==> src/rtl/tlb_miss_controller.sv <==
// Fully-associative TLB with a single-level page-table walker for the tlblookup stage.
// Optional TLB_STATS_EN adds saturating hit/miss counters.
module tlb_miss_controller #(
    parameter int ENTRIES = 4,
    parameter int VPN_W   = 8
) (
    input  logic        clk,
    input  logic        reset,
    input  logic        valid_in,
    input  logic [15:0] vaddr,
    input  logic [15:0] ptbr,
    input  logic        flush,
    input  logic        fault_ack,
    output logic        hit,
    output logic [15:0] paddr,
    output logic        enable_tlblookup,
    output logic        mem_req,
    output logic [15:0] mem_addr,
    input  logic        mem_ack,
    input  logic [15:0] mem_rdata,
    output logic        page_fault
`ifdef TLB_STATS_EN
    ,
    output logic [15:0] hit_count,
    output logic [15:0] miss_count
`endif
);

    localparam int OFF_W = 16 - VPN_W;
    localparam int PTR_W = (ENTRIES > 1) ? $clog2(ENTRIES) : 1;

    typedef enum logic [1:0] {
        IDLE,
        REQ,
        REFILL,
        FAULT
    } state_t;

    state_t             state_q;
    logic [ENTRIES-1:0] valid_q;
    logic [VPN_W-1:0]   tag_q [ENTRIES];
    logic [VPN_W-1:0]   ppn_q [ENTRIES];
    logic [PTR_W-1:0]   ptr_q;
    logic [VPN_W-1:0]   vpn_q;
    logic [VPN_W-1:0]   fill_ppn_q;
    logic               mem_req_q;
    logic [15:0]        mem_addr_q;
    logic               fault_q;

    logic [VPN_W-1:0]   vpn;
    logic               match;
    logic [VPN_W-1:0]   match_ppn;
    logic               lookup;
    logic               miss;
    logic               unused_rdata;

    assign vpn          = vaddr[15:OFF_W];
    assign unused_rdata = ^mem_rdata[14:VPN_W];

    always_comb begin
        match     = 1'b0;
        match_ppn = '0;
        for (int i = 0; i < ENTRIES; i++) begin
            if (!match && valid_q[i] && tag_q[i] == vpn) begin
                match     = 1'b1;
                match_ppn = ppn_q[i];
            end
        end
    end

    // Reset is folded in so the stage is released while reset is held.
    assign lookup = (state_q == IDLE) && valid_in && !reset;
    assign miss   = lookup && !match;

    assign hit              = lookup && match;
    assign paddr            = hit ? {match_ppn, vaddr[OFF_W-1:0]} : 16'h0000;
    assign enable_tlblookup = (state_q == IDLE) && !miss;
    assign mem_req          = mem_req_q;
    assign mem_addr         = mem_addr_q;
    assign page_fault       = fault_q;

    always_ff @(posedge clk or posedge reset) begin
        if (reset) begin
            state_q    <= IDLE;
            valid_q    <= '0;
            ptr_q      <= '0;
            vpn_q      <= '0;
            fill_ppn_q <= '0;
            mem_req_q  <= 1'b0;
            mem_addr_q <= 16'h0000;
            fault_q    <= 1'b0;
            for (int i = 0; i < ENTRIES; i++) begin
                tag_q[i] <= '0;
                ppn_q[i] <= '0;
            end
        end else begin
            unique case (state_q)
                IDLE: begin
                    if (miss) begin
                        mem_addr_q <= ptbr + 16'(vpn);
                        vpn_q      <= vpn;
                        mem_req_q  <= 1'b1;
                        state_q    <= REQ;
                    end
                end
                REQ: begin
                    if (mem_ack) begin
                        mem_req_q <= 1'b0;
                        if (mem_rdata[15]) begin
                            fill_ppn_q <= mem_rdata[VPN_W-1:0];
                            state_q    <= REFILL;
                        end else begin
                            fault_q <= 1'b1;
                            state_q <= FAULT;
                        end
                    end
                end
                REFILL: begin
                    if (!flush) begin
                        valid_q[ptr_q] <= 1'b1;
                        tag_q[ptr_q]   <= vpn_q;
                        ppn_q[ptr_q]   <= fill_ppn_q;
                    end
                    ptr_q   <= ptr_q + PTR_W'(1);
                    state_q <= IDLE;
                end
                FAULT: begin
                    if (fault_ack) begin
                        fault_q <= 1'b0;
                        state_q <= IDLE;
                    end
                end
                default: state_q <= IDLE;
            endcase
            // Flush overrides any refill write made in the same cycle.
            if (flush) begin
                valid_q <= '0;
            end
        end
    end

`ifdef TLB_STATS_EN
    logic [15:0] hit_cnt_q;
    logic [15:0] miss_cnt_q;

    always_ff @(posedge clk or posedge reset) begin
        if (reset) begin
            hit_cnt_q  <= 16'h0000;
            miss_cnt_q <= 16'h0000;
        end else begin
            if (hit && hit_cnt_q != 16'hFFFF) begin
                hit_cnt_q <= hit_cnt_q + 16'h0001;
            end
            if (miss && miss_cnt_q != 16'hFFFF) begin
                miss_cnt_q <= miss_cnt_q + 16'h0001;
            end
        end
    end

    assign hit_count  = hit_cnt_q;
    assign miss_count = miss_cnt_q;
`endif

endmodule
==> config.mk <==
export PLATFORM = sky130hd
export DESIGN_NAME = tlb_miss_controller
export DESIGN_NICKNAME = d
export VERILOG_FILES = /design/src/rtl/tlb_miss_controller.sv
export SDC_FILE = /design/constraint.sdc
export NUM_CORES = 1
export LEC_CHECK = 0
export CAP_MARGIN = 20
export CORE_AREA = 2 2 81 141
export CTS_CLUSTER_SIZE = 14
export DETAILED_ROUTE_END_ITERATION = 8
export DIE_AREA = 0 0 83 143
export DONT_BUFFER_PORTS = 1
export PLACE_DENSITY = 0.62
export SLEW_MARGIN = 20
export SYNTH_ARGS = -nofsm -noshare
export SYNTH_HDL_FRONTEND = slang
export SYNTH_SLANG_ARGS = --single-unit
==> constraint.sdc <==
create_clock -name clk -period 4.5 [get_ports clk]
set_input_delay 0 -clock clk [delete_from_list [all_inputs] [get_ports clk]]
set_output_delay 0 -clock clk [all_outputs]
set_load 0.01 [all_outputs]
==> summary.txt, run 1 <==
Outcome = finished, final reports clean
Vias/cell = 5.69
Startpoint kind of the worst setup timing path = primary input
Sequential cell area = 2650 um2
Startpoint of the most critical hold path = ptbr[14]
Residual DRC count = 0
Share of synthesized area occupied by flip-flops and latches = 48.7%
Ys Warns = 0
Number of iterations in the first detailed-routing pass = 4
Total number of vias = 3,468
Max Clock Skew = 0.00798 ns
Number of diodes = 0
Effective utilization at floorplan = 50.9%
WS Path Type = in -> reg
Setup repair after global routing missed its margin = no
Worst slew margin = 34.2%
Layout Nets = 542
Maximum operating frequency = 380 MHz
Cell type of the slowest stage on the worst timing path = sky130_fd_sc_hd__dlygate4sd3_1
Total congestion overflow after global routing = 0
FILL cells = 912
Yosys top cell area share = 48.7%
Hold Vio Cnt, Final = 0
Max-slew violation total from the final report = 0
Combined global-route utilization of all metal layers = 20.4%
Max FO, Critical Path = 5
Post-synthesis cell area = 5450 um2
Endpoint arrival time on the critical path = 2.86 ns
Synth Area per Inst = 12.1 um2
Count of unique library cells instantiated by Yosys = 45
Vias in the first global route = 3,689
Worst path setup slack after routing = 1.87 ns
IO buf count = 0
Crit path capture type = flop
Final Total Pwr = 0.00347 W
Number of buffers on the longest clock path = 2
R2r setup slk = 2.17 ns
Power density over cell area = 565 nW/um2
Clock transition at path regs = 0.07 ns
Clock insertion delay at the later pin of the skew report = 0.34 ns
I/O pin total = 90
Fin Setup TNS = 0 ns
Cells on Worst Hold Path = 2
Routability congestion estimate from global placement = 0.779
Worst reg2reg startpoint = tag_q[16]$_DFFE_PP0P_
Net count of the mapped netlist = 518
Die X-Extent = 83 um
DRC violation total after the first TritonRoute iteration = 86
Number of cells on the worst reg-to-reg path = 6
Area contributors post-synth = sky130_fd_sc_hd__dfrtp_1 49%, sky130_fd_sc_hd__mux2_2 15%, sky130_fd_sc_hd__xnor2_1 6.1%
Post-route antenna net violation count = 0
Ratio of cells with drive above 1 in the final layout = 24.6%
Startpoint of the worst setup timing path = vaddr[8]
Setup-violating endpoint count in the final report = 0
Half-perimeter wire length of the detailed placement result = 7860 um
Core Area = 10,700 um2
Leak Pwr = 2.71 nW
Total Die Area = 11,900 um2
Register bit count reported by yosys = 106
Critical path cell sequence = dlygate4sd3_1 > ha_1 > a211oi_1 > o21ai_0 > a31oi_1 > nand2b_1 > xnor2_1 > dlygate4sd3_1 > mux2_4
Commonest non-fill, non-tap cell in the layout = sky130_fd_sc_hd__dfrtp_1
# Max-Cap Violations = 0
First-pass GRT wire length = 18,900 um
Multi-input gate area in the final layout = 2600 um2
Clock sink count = 106
Pin count of the biggest net entering global routing = 88
Required arrival time at the worst endpoint = 4.73 ns
Routed Wire Length = 11,500 um
Synthesized instance count = 451
Syn-to-layout area delta = 12.7%
Slew at the pin closest to its max-slew limit = 0.987 ns
Dominant cell type by count on the critical path = sky130_fd_sc_hd__dlygate4sd3_1
Clock tree from TritonCTS = built
WL per Instance = 18.8 um
H-tree levels = 3
Placement row count = 50
Most frequent cells in the layout = 106 x sky130_fd_sc_hd__dfrtp_1, 71 x sky130_fd_sc_hd__mux2_2, 38 x sky130_fd_sc_hd__xnor2_1, 32 x sky130_fd_sc_hd__dlygate4sd3_1, 31 x sky130_fd_sc_hd__nand2_1
Leading area contributor after synthesis = sky130_fd_sc_hd__dfrtp_1
Final critical path time including I/O delays and setup = 2.63 ns
CP peak stage delay = 0.58 ns
Die Span Y = 143 um
Number of buffers created by CTS = 9
Buffer type at the clock tree root = sky130_fd_sc_hd__clkbuf_16
Hold crit path type = in -> reg
Antenna violations before repair = 0
Setup slack at placement = 2.12 ns
Endpoint, Worst Hold = mem_addr[14]$_DFFE_PP0P_
Period Utilization, post-route = 58.5%
Max IR drop VDD = 0.250 mV
End of the worst register-to-register path = mem_addr[9]$_DFFE_PP0P_
[how the worst max path moves through the flow]
stage | endpoint | depth (start not counted) | slack, ns
final | mem_addr[9]$_DFFE_PP0P_ | 9 | 1.87
after global routing | mem_addr[9]$_DFFE_PP0P_ | 9 | 1.69
after CTS | mem_addr[9]$_DFFE_PP0P_ | 9 | 1.88
after global placement | mem_addr[9]$_DFFE_PP0P_ | 7 | 2.16
after detailed placement | mem_addr[9]$_DFFE_PP0P_ | 7 | 2.12
after floorplan | mem_addr[10]$_DFFE_PP0P_ | 6 | 0.98
[layer usage]
metal,vias to the layer above,share of wire [%],global-route usage (%)
met3,13,3.0,3.76
met2,59,55,37.7
met1,1781,40,23.6
li1,1615,-,-
met4,0,1.5,6.73
met5,-,0,0
[sequential cells by signal, indices dropped and copies added (netlist names)]
signal	flops
fill_ppn_q	8
mem_addr	16
mem_req	1
page_fault	1
ppn_q	32
ptr_q	2
state_q	2
tag_q	32
valid_q	4
vpn_q	8
[power by group]
group | internal (W) | total (W) | switching (W)
combinational | 0.000544 | 0.000904 | 0.000360
sequential | 0.00137 | 0.00172 | 0.000348
clock | 0.000501 | 0.000842 | 0.000340
[cells by family (layout without fill, tap and decap cells)]
group | count (synthesis) | count (layout) | share of synthesized area, %
adder cells (fa/ha/maj) | 13 | 13 | 3.12
buffers and inverters | 38 | 67 | 3.63
multiplexers | 87 | 87 | 19.1
XOR/XNOR | 45 | 45 | 7.23
flip-flops | 106 | 106 | 48.7
AO/OA/AOI/OAI | 69 | 69 | 8.43
AND/OR/NAND/NOR | 93 | 93 | 9.81
[what timing repair did]
action                    CTS  global route
hold buffers               31             1
buffers inserted            0             0
resized for setup           0             0
hold endpoints to repair   51             1
[final cells by class]
class / instances / area share (%)
multi-input combinational: 307 / 42.3
sequential: 106 / 43.2
timing repair buffer: 35 / 5.64
tap: 130 / 2.65
clock inverter: 5 / 1.26
inverter: 16 / 1.02
clock buffer: 11 / 3.95
[metrics by stage]
stage	utilization [%]	hold slack [ns]	std cells	cell area (um2)
global placement	51.4	-0.172	562	5500
floorplan	-	0.0946	451	5450
finish	57.4	0.00702	610	6140
global route	57.4	0.0169	610	6140
CTS	57.3	0.00195	609	6130
detailed placement	51.4	-0.163	562	5500
[cell usage after synthesis, drive strengths merged]
library cell,instances
xnor2,38
ha,12
o21a,12
xor2,7
o31a,1
nand2b,1
clkbuf,3
mux2,87
nor3,6
inv,16
a21bo,1
and4,1
a31oi,10
nand2,33
a211oi,3
nor4,9
o31ai,1
nor2,13
o21ai,17
nor3b,1
and2,13
nor2b,1
buf,19
a21oi,9
o21bai,1
dfrtp,106
or3,3
nand3,5
and3,2
fa,1
a21o,6
o2bb2ai,8
nand4,5
[worst max-delay path, delay by kind of cell]
kind | cells | cell delay, ns
AOI/OAI and AO/OA | 3 | 0.95
xor gates and xnor gates | 1 | 0.07
adders and majority gates | 1 | 0.24
buffers and inverters | 2 | 1.14
muxes | 1 | 0.27
and+or+nand+nor | 1 | 0.18
Note: power is estimated with default switching activity, not from simulation.
==> run 2, diff against run 1 <==
--- a/config.mk
+++ b/config.mk
@@ -5,11 +5,12 @@
 export SDC_FILE = /design/constraint.sdc
 export NUM_CORES = 1
 export LEC_CHECK = 0
+export ABC_AREA = 1
 export CAP_MARGIN = 20
-export CORE_AREA = 2 2 81 141
+export CORE_AREA = 2 2 82 143
 export CTS_CLUSTER_SIZE = 14
 export DETAILED_ROUTE_END_ITERATION = 8
-export DIE_AREA = 0 0 83 143
+export DIE_AREA = 0 0 84 145
 export DONT_BUFFER_PORTS = 1
 export PLACE_DENSITY = 0.62
 export SLEW_MARGIN = 20
==> constraint.sdc (replaced) <==
create_clock -name clk -period 2.7 [get_ports clk]
set_input_delay 0 -clock clk [delete_from_list [all_inputs] [get_ports clk]]
set_output_delay 0 -clock clk [all_outputs]
set_load 0.01 [all_outputs]
==> summary.txt, run 2 <==
Clock transition at path regs = 0.08 ns (about the same)
Routed Wire Length = 14,300 um (+24%)
Most frequent cells in the layout = 233 x sky130_fd_sc_hd__nand2_1, 106 x sky130_fd_sc_hd__dfrtp_1, 104 x sky130_fd_sc_hd__inv_1, 90 x sky130_fd_sc_hd__o21ai_0, 62 x sky130_fd_sc_hd__nor2_1
Number of buffers created by CTS = 9 (unchanged)
Die Span Y = 145 um (+1.4%)
Mux contribution to synthesized area = 0% (-19 points)
Vias/cell = 5.22 (-8.2%)
Max FO, Critical Path = 4 (-1)
Synthesized instance count = 760 (+69%)
Register bit count reported by yosys = 106 (unchanged)
Hold crit path type = in -> reg
Number of cells on the worst reg-to-reg path = 10 (+4)
Cell internal pwr = 0.00362 W (+50%)
Routability congestion estimate from global placement = 0.935 (+20%)
Leading area contributor after synthesis = sky130_fd_sc_hd__dfrtp_1
Ys Warns = 0 (unchanged)
Main combinational cell family by area after synthesis = simple AND/OR/NAND/NOR gates
Clock power frac = 23.8% (-0.5 points)
Commonest non-fill, non-tap cell in the layout = sky130_fd_sc_hd__nand2_1
Antenna violations before repair = 0 (unchanged)
Area contributors post-synth = sky130_fd_sc_hd__dfrtp_1 47%, sky130_fd_sc_hd__nand2_1 15%, sky130_fd_sc_hd__o21ai_0 8.0%
Worst hold slack across all endpoints = 0.0206 ns (+0.0136 ns)
Post-Synth XOR/XNOR Area = 3.10% (-4.1 points)
Worst path setup slack after routing = 0.254 ns (-1.61 ns)
Standard cell area after detailed placement = 5800 um2 (+5.6%)
Switching power summed over all nets = 0.00215 W (+100%)
Number of synthesized flops with an enable pin = 0 (unchanged)
Outcome = finished, final reports clean
Number of diodes = 0 (unchanged)
Number of iterations in the first detailed-routing pass = 4 (unchanged)
Effective utilization at floorplan = 51.3% (+0.33 points)
Max-slew violation total from the final report = 0 (unchanged)
Syn-to-layout area delta = 14.3%
Net count of the mapped netlist = 827 (+60%)
Startpoint kind of the worst setup timing path = primary input
Fraction of the mapped netlist area in compound gates = 12.0% (+3.6 points)
Vias in the first global route = 5,019 (+36%)
Share of synthesized area occupied by flip-flops and latches = 46.9% (-1.8 points)
Most used standard cells in the synthesized netlist = 233 x sky130_fd_sc_hd__nand2_1, 106 x sky130_fd_sc_hd__dfrtp_1, 105 x sky130_fd_sc_hd__inv_1
Number of buffers on the longest clock path = 2 (unchanged)
Clock insertion delay at the later pin of the skew report = 0.35 ns (about the same)
Basic-gate share of the synthesized area counting and, or, nand and nor cells = 26.1% (+16 points)
Final critical path time including I/O delays and setup = 2.45 ns
I/O pin total = 90 (unchanged)
# Max-Cap Violations = 0 (unchanged)
Synth Area per Inst = 7.44 um2 (-38%)
Number of buffers inserted by post-CTS setup repair = 0 (unchanged)
First-pass GRT wire length = 24,200 um (+28%)
IO buf count = 0 (unchanged)
Cells on Worst Hold Path = 2 (unchanged)
Share of total power in sequential cells = 48.5% (-1.2 points)
Layout Nets = 861 (+59%)
Final Cell Area = 6470 um2 (+5.3%)
Buffer type at the clock tree root = sky130_fd_sc_hd__clkbuf_16
Slew at the pin closest to its max-slew limit = 0.733 ns (-0.255 ns)
Crit path capture type = flop
WL per Instance = 15.3 um (-19%)
H-tree levels = 3 (unchanged)
Yosys top cell area share = 46.9% (-1.8 points)
Period Utilization, post-route = 90.6%
Combined global-route utilization of all metal layers = 24.9% (+4.5 points)
Total congestion overflow after global routing = 0 (unchanged)
Power density over cell area = 891 nW/um2 (+58%)
Core Area = 11,000 um2 (+3.2%)
Pin count of the biggest net entering global routing = 60 (-32%)
Sw Ratio = 37.3% (+7.0 points)
Setup slack at placement = 0.555 ns (-1.57 ns)
Post-synthesis cell area = 5660 um2 (+3.9%)
Ys flop type = sky130_fd_sc_hd__dfrtp_1
Setup-violating endpoint count in the final report = 0 (unchanged)
Max IR drop VDD = 0.537 mV (+110%)
Total number of vias = 4,859 (+40%)
Maximum operating frequency = 409 MHz
Final Total Pwr = 0.00576 W (+66%)
Half-perimeter wire length of the detailed placement result = 10,500 um (+34%)
Fin Setup TNS = 0 ns (unchanged)
Hold Vio Cnt, Final = 0 (unchanged)
Setup repair after global routing missed its margin = no
Leak Pwr = 3.24 nW (+19%)
WS Path Type = in -> reg
Placement row count = 51 (+2.0%)
Most frequent cell after synthesis = sky130_fd_sc_hd__nand2_1
Clock tree from TritonCTS = built
Gate power share = 27.7% (+1.6 points)
Ratio of cells with drive above 1 in the final layout = 4.38% (-20 points)
Required arrival time at the worst endpoint = 2.92 ns (-1.81 ns)
Endpoint arrival time on the critical path = 2.67 ns (-0.19 ns)
Clock sink count = 106 (unchanged)
Fraction of the mapped netlist area in adder cells = 3.01% (-0.12 points)
DRC violation total after the first TritonRoute iteration = 236 (+170%)
Worst slew margin = 51.2% (+17 points)
Die X-Extent = 84 um (+1.2%)
Share of flip-flops with an asynchronous set or reset after synthesis = 100% (unchanged)
Count of unique library cells instantiated by Yosys = 34 (-24%)
Post-route antenna net violation count = 0 (unchanged)
Max Clock Skew = 0.0113 ns (+0.00336 ns)
Residual DRC count = 0 (unchanged)
Total Die Area = 12,200 um2 (+2.6%)
-- run 2: worst paths after layout --
check | from | to | slack (ns)
max | ptbr[0] | mem_addr[12]$_DFFE_PP0P_ | 0.25
max reg2reg | tag_q[26]$_DFFE_PP0P_ | vpn_q[5]$_DFFE_PP0P_ | 0.55
min reg2reg | vpn_q[6]$_DFFE_PP0P_ | vpn_q[6]$_DFFE_PP0P_ | 0.49
min | mem_ack | page_fault$_DFFE_PP0P_ | 0.02
min in group asynchronous | reset | tag_q[14]$_DFFE_PP0P_ | 0.42
max in group asynchronous | reset | ppn_q[30]$_DFFE_PP0P_ | 1.72
-- run 2: per-stage QoR --
stage / cells / util (%)
after global routing: 931 / 58.6
final: 931 / 58.6
after detailed placement: 880 / 52.6
after floorplan: 760 / -
after CTS: 931 / 58.6
after global placement: 880 / 52.6
-- run 2: final cells by class --
class                   instances  area (um2)
clock inverters                 6        83.8
flip-flops and latches        106        2650
well taps                     132         165
multi-input cells             526        2500
repair buffers                 43         423
clock buffers                  10         229
fillers                      1053        4570
inverters                     108         409
-- run 2: logic make-up after synthesis --
kind of cell	after synthesis
AOI/OAI and AO/OA	132
DFF	106
and+or+nand+nor	361
adders and majority gates	13
buffers and inverters	128
xor gates and xnor gates	20
-- run 2: critical path, cell delays in order --
cell and delay (ns):
sky130_fd_sc_hd__dlygate4sd3_1 0.54, sky130_fd_sc_hd__ha_1 0.16, sky130_fd_sc_hd__inv_1 0.05, sky130_fd_sc_hd__fa_1 0.42
sky130_fd_sc_hd__o21ai_1 0.25, sky130_fd_sc_hd__nand2_1 0.09, sky130_fd_sc_hd__nand2_1 0.13, sky130_fd_sc_hd__nand2_1 0.14
sky130_fd_sc_hd__nor2_1 0.14, sky130_fd_sc_hd__xnor2_1 0.13, sky130_fd_sc_hd__dlygate4sd3_1 0.55, sky130_fd_sc_hd__o21ai_0 0.06
-- run 2: power groups by stage --
| stage | logic (W) | registers (W) | clock network, W |
|---|---|---|---|
| after floorplan | 0.00122 | 0.00268 | 0 |
| after global placement | 0.00149 | 0.00279 | 0 |
| after detailed placement | 0.00156 | 0.00282 | 0 |
| after CTS | 0.00162 | 0.00280 | 0.00140 |
| after global routing | 0.00187 | 0.00289 | 0.00146 |
| final | 0.00160 | 0.00280 | 0.00137 |
-- run 2: timing repair --
item                                    CTS  global route
gates resized for setup                   0             1
endpoints found under the setup margin    0             2
hold buffers                             35             0
hold endpoints to repair                140             0
-- run 2: per-layer routing --
layer / vias up / routed length [um] / track usage, %
met4: 0 / 410 / 9.27
met3: 19 / 505 / 4.44
li1: 2448 / - / -
met5: - / 0 / 0
met2: 105 / 8020 / 47.6
met1: 2287 / 5320 / 26.6
==> run 3, diff against run 2 <==
--- a/config.mk
+++ b/config.mk
@@ -8,6 +8,7 @@
 export ABC_AREA = 1
 export CAP_MARGIN = 20
 export CORE_AREA = 2 2 82 143
+export CTS_BUF_LIST = sky130_fd_sc_hd__clkbuf_16
 export CTS_CLUSTER_SIZE = 14
 export DETAILED_ROUTE_END_ITERATION = 8
 export DIE_AREA = 0 0 84 145
==> constraint.sdc (replaced) <==
create_clock -name clk -period 2.95 [get_ports clk]
set_input_delay 0 -clock clk [delete_from_list [all_inputs] [get_ports clk]]
set_output_delay 0 -clock clk [all_outputs]
set_load 0.01 [all_outputs]
==> summary.txt, run 3 (synthesis results as in run 2) <==
Crit path capture type = flop
Final critical path time including I/O delays and setup = 2.73 ns
Pin count of the biggest net entering global routing = 60 (unchanged)
Number of buffers on the longest clock path = 2 (unchanged)
Clock transition at path regs = 0.07 ns (about the same)
Combined global-route utilization of all metal layers = 24.8% (-0.12 points)
Setup repair after global routing missed its margin = no
Number of gates given a new drive strength after cts = 0 (unchanged)
Setup-violating endpoint count in the final report = 0 (unchanged)
Die Span Y = 145 um (unchanged)
Final Total Pwr = 0.00511 W (-11%)
H-tree levels = 3 (unchanged)
Endpoint arrival time on the critical path = 3.00 ns (+0.33 ns)
Fin Setup TNS = 0 ns (unchanged)
I/O pin total = 90 (unchanged)
Total met2 wirelength after detailed routing = 7650 um (-4.6%)
Leak Pwr = 3.21 nW (-0.89%)
Period Utilization, post-route = 92.4%
Antenna violations before repair = 0 (unchanged)
# Max-Cap Violations = 0 (unchanged)
Buffer type at the clock tree root = sky130_fd_sc_hd__clkbuf_16
Ratio of cells with drive above 1 in the final layout = 4.26% (-0.12 points)
Total length of routed met3 wires = 586 um (+16%)
Met1 routed wirelength after detailed routing = 5420 um (+1.8%)
Startpoint kind of the worst setup timing path = primary input
Required arrival time at the worst endpoint = 3.22 ns (+0.30 ns)
WL per Instance = 15.2 um (-0.82%)
Total Die Area = 12,200 um2 (unchanged)
Vias in the first global route = 4,949 (-1.4%)
Uppermost layer routed = met4
Routed Wire Length = 14,100 um (-0.93%)
Slew at the pin closest to its max-slew limit = 0.749 ns (+0.0167 ns)
Final Cell Area = 6410 um2 (-0.89%)
Hold crit path type = in -> reg
Max IR drop VDD = 0.429 mV (-20%)
Layout Nets = 861 (unchanged)
Clock sink count = 106 (unchanged)
DRC violation total after the first TritonRoute iteration = 249 (+5.5%)
Count of hold buffers inserted by post-cts repair = 35 (unchanged)
Max FO, Critical Path = 6 (+2)
Clock insertion delay at the later pin of the skew report = 0.35 ns (about the same)
Post-route antenna net violation count = 0 (unchanged)
Vias/cell = 5.26 (+0.79%)
Standard cell area after detailed placement = 5790 um2 (-0.22%)
Total number of vias = 4,892 (+0.68%)
Number of buffers created by CTS = 9 (unchanged)
FILL cells = 1,064 (+1.0%)
Effective utilization at floorplan = 51.3% (unchanged)
Core Area = 11,000 um2 (unchanged)
Most frequent cells in the layout = 233 x sky130_fd_sc_hd__nand2_1, 106 x sky130_fd_sc_hd__dfrtp_1, 104 x sky130_fd_sc_hd__inv_1, 91 x sky130_fd_sc_hd__o21ai_0, 62 x sky130_fd_sc_hd__nor2_1
Hold Vio Cnt, Final = 0 (unchanged)
Power density over cell area = 797 nW/um2 (-11%)
Placement row count = 51 (unchanged)
Worst slew margin = 50.0% (-1.1 points)
IO buf count = 0 (unchanged)
Total congestion overflow after global routing = 0 (unchanged)
WS Path Type = in -> reg
Worst hold slack across all endpoints = 0.0440 ns (+0.0234 ns)
Routability congestion estimate from global placement = 0.928 (-0.72%)
Number of diodes = 0 (unchanged)
Outcome = finished, final reports clean
Max-slew violation total from the final report = 0 (unchanged)
Commonest non-fill, non-tap cell in the layout = sky130_fd_sc_hd__nand2_1
Half-perimeter wire length of the detailed placement result = 10,300 um (-1.7%)
First-pass GRT wire length = 24,000 um (-0.94%)
Maximum operating frequency = 367 MHz
Syn-to-layout area delta = 13.3%
Residual DRC count = 0 (unchanged)
Number of iterations in the first detailed-routing pass = 5 (+1)
Max Clock Skew = 0.00879 ns (-0.00255 ns)
Number of buffers inserted by post-CTS setup repair = 0 (unchanged)
Die X-Extent = 84 um (unchanged)
Clock tree from TritonCTS = built
## run 3: final timing paths
kind | cells after the start | slack (ns) | startpoint | to
max in group asynchronous | 4 | 1.33 | reset | vpn_q[4]$_DFFE_PP0P_
min in group asynchronous | 3 | 0.41 | reset | mem_addr[5]$_DFFE_PP0P_
min | 2 | 0.04 | mem_ack | page_fault$_DFFE_PP0P_
max reg2reg | 10 | 0.64 | tag_q[31]$_DFFE_PP0P_ | vpn_q[5]$_DFFE_PP0P_
min reg2reg | 2 | 0.49 | ppn_q[3]$_DFFE_PP0P_ | ppn_q[3]$_DFFE_PP0P_
max | 12 | 0.22 | vaddr[8] | mem_addr[14]$_DFFE_PP0P_
## run 3: cell type report
class | instances | area, um2 | share of cell area, %
sequential | 106 | 2650 | 41.4
multi-input combinational | 526 | 2500 | 39.1
timing repair buffer | 43 | 410 | 6.40
inverter | 108 | 409 | 6.38
clock buffer | 9 | 225 | 3.51
tap | 132 | 165 | 2.58
clock inverter | 6 | 42.5 | 0.664
## run 3: layer usage
| layer | track usage (%) | vias to the layer above |
|---|---|---|
| li1 | - | 2447 |
| met5 | 0 | - |
| met4 | 9.52 | 0 |
| met2 | 46.8 | 142 |
| met1 | 27.2 | 2278 |
| met3 | 3.92 | 25 |
## run 3: metrics by stage
step                      util [%]  cells  worst slack, ns
final                         58.1    930            0.223
after detailed placement      52.5    880            0.652
after global routing          58.1    930           0.0337
after CTS                     58.1    930            0.312
after global placement        52.5    880            0.687
after floorplan                  -    760            0.504
## run 3: where the power goes
group          internal, W  total [W]  switching, W
sequential         0.00208    0.00255      0.000477
clock             0.000569    0.00110      0.000531
combinational     0.000549    0.00145      0.000905
total              0.00320    0.00511       0.00191
## run 3: worst max-delay path: stages
cell,delay [ns]
sky130_fd_sc_hd__dlygate4sd3_1,0.59
sky130_fd_sc_hd__ha_1,0.19
sky130_fd_sc_hd__inv_1,0.06
sky130_fd_sc_hd__fa_1,0.41
sky130_fd_sc_hd__o21ai_0,0.36
sky130_fd_sc_hd__nand2_1,0.10
sky130_fd_sc_hd__nand2_1,0.13
sky130_fd_sc_hd__nand2_1,0.14
sky130_fd_sc_hd__o21ai_0,0.23
sky130_fd_sc_hd__nand2_1,0.07
sky130_fd_sc_hd__dlygate4sd3_1,0.55
sky130_fd_sc_hd__o21ai_0,0.16
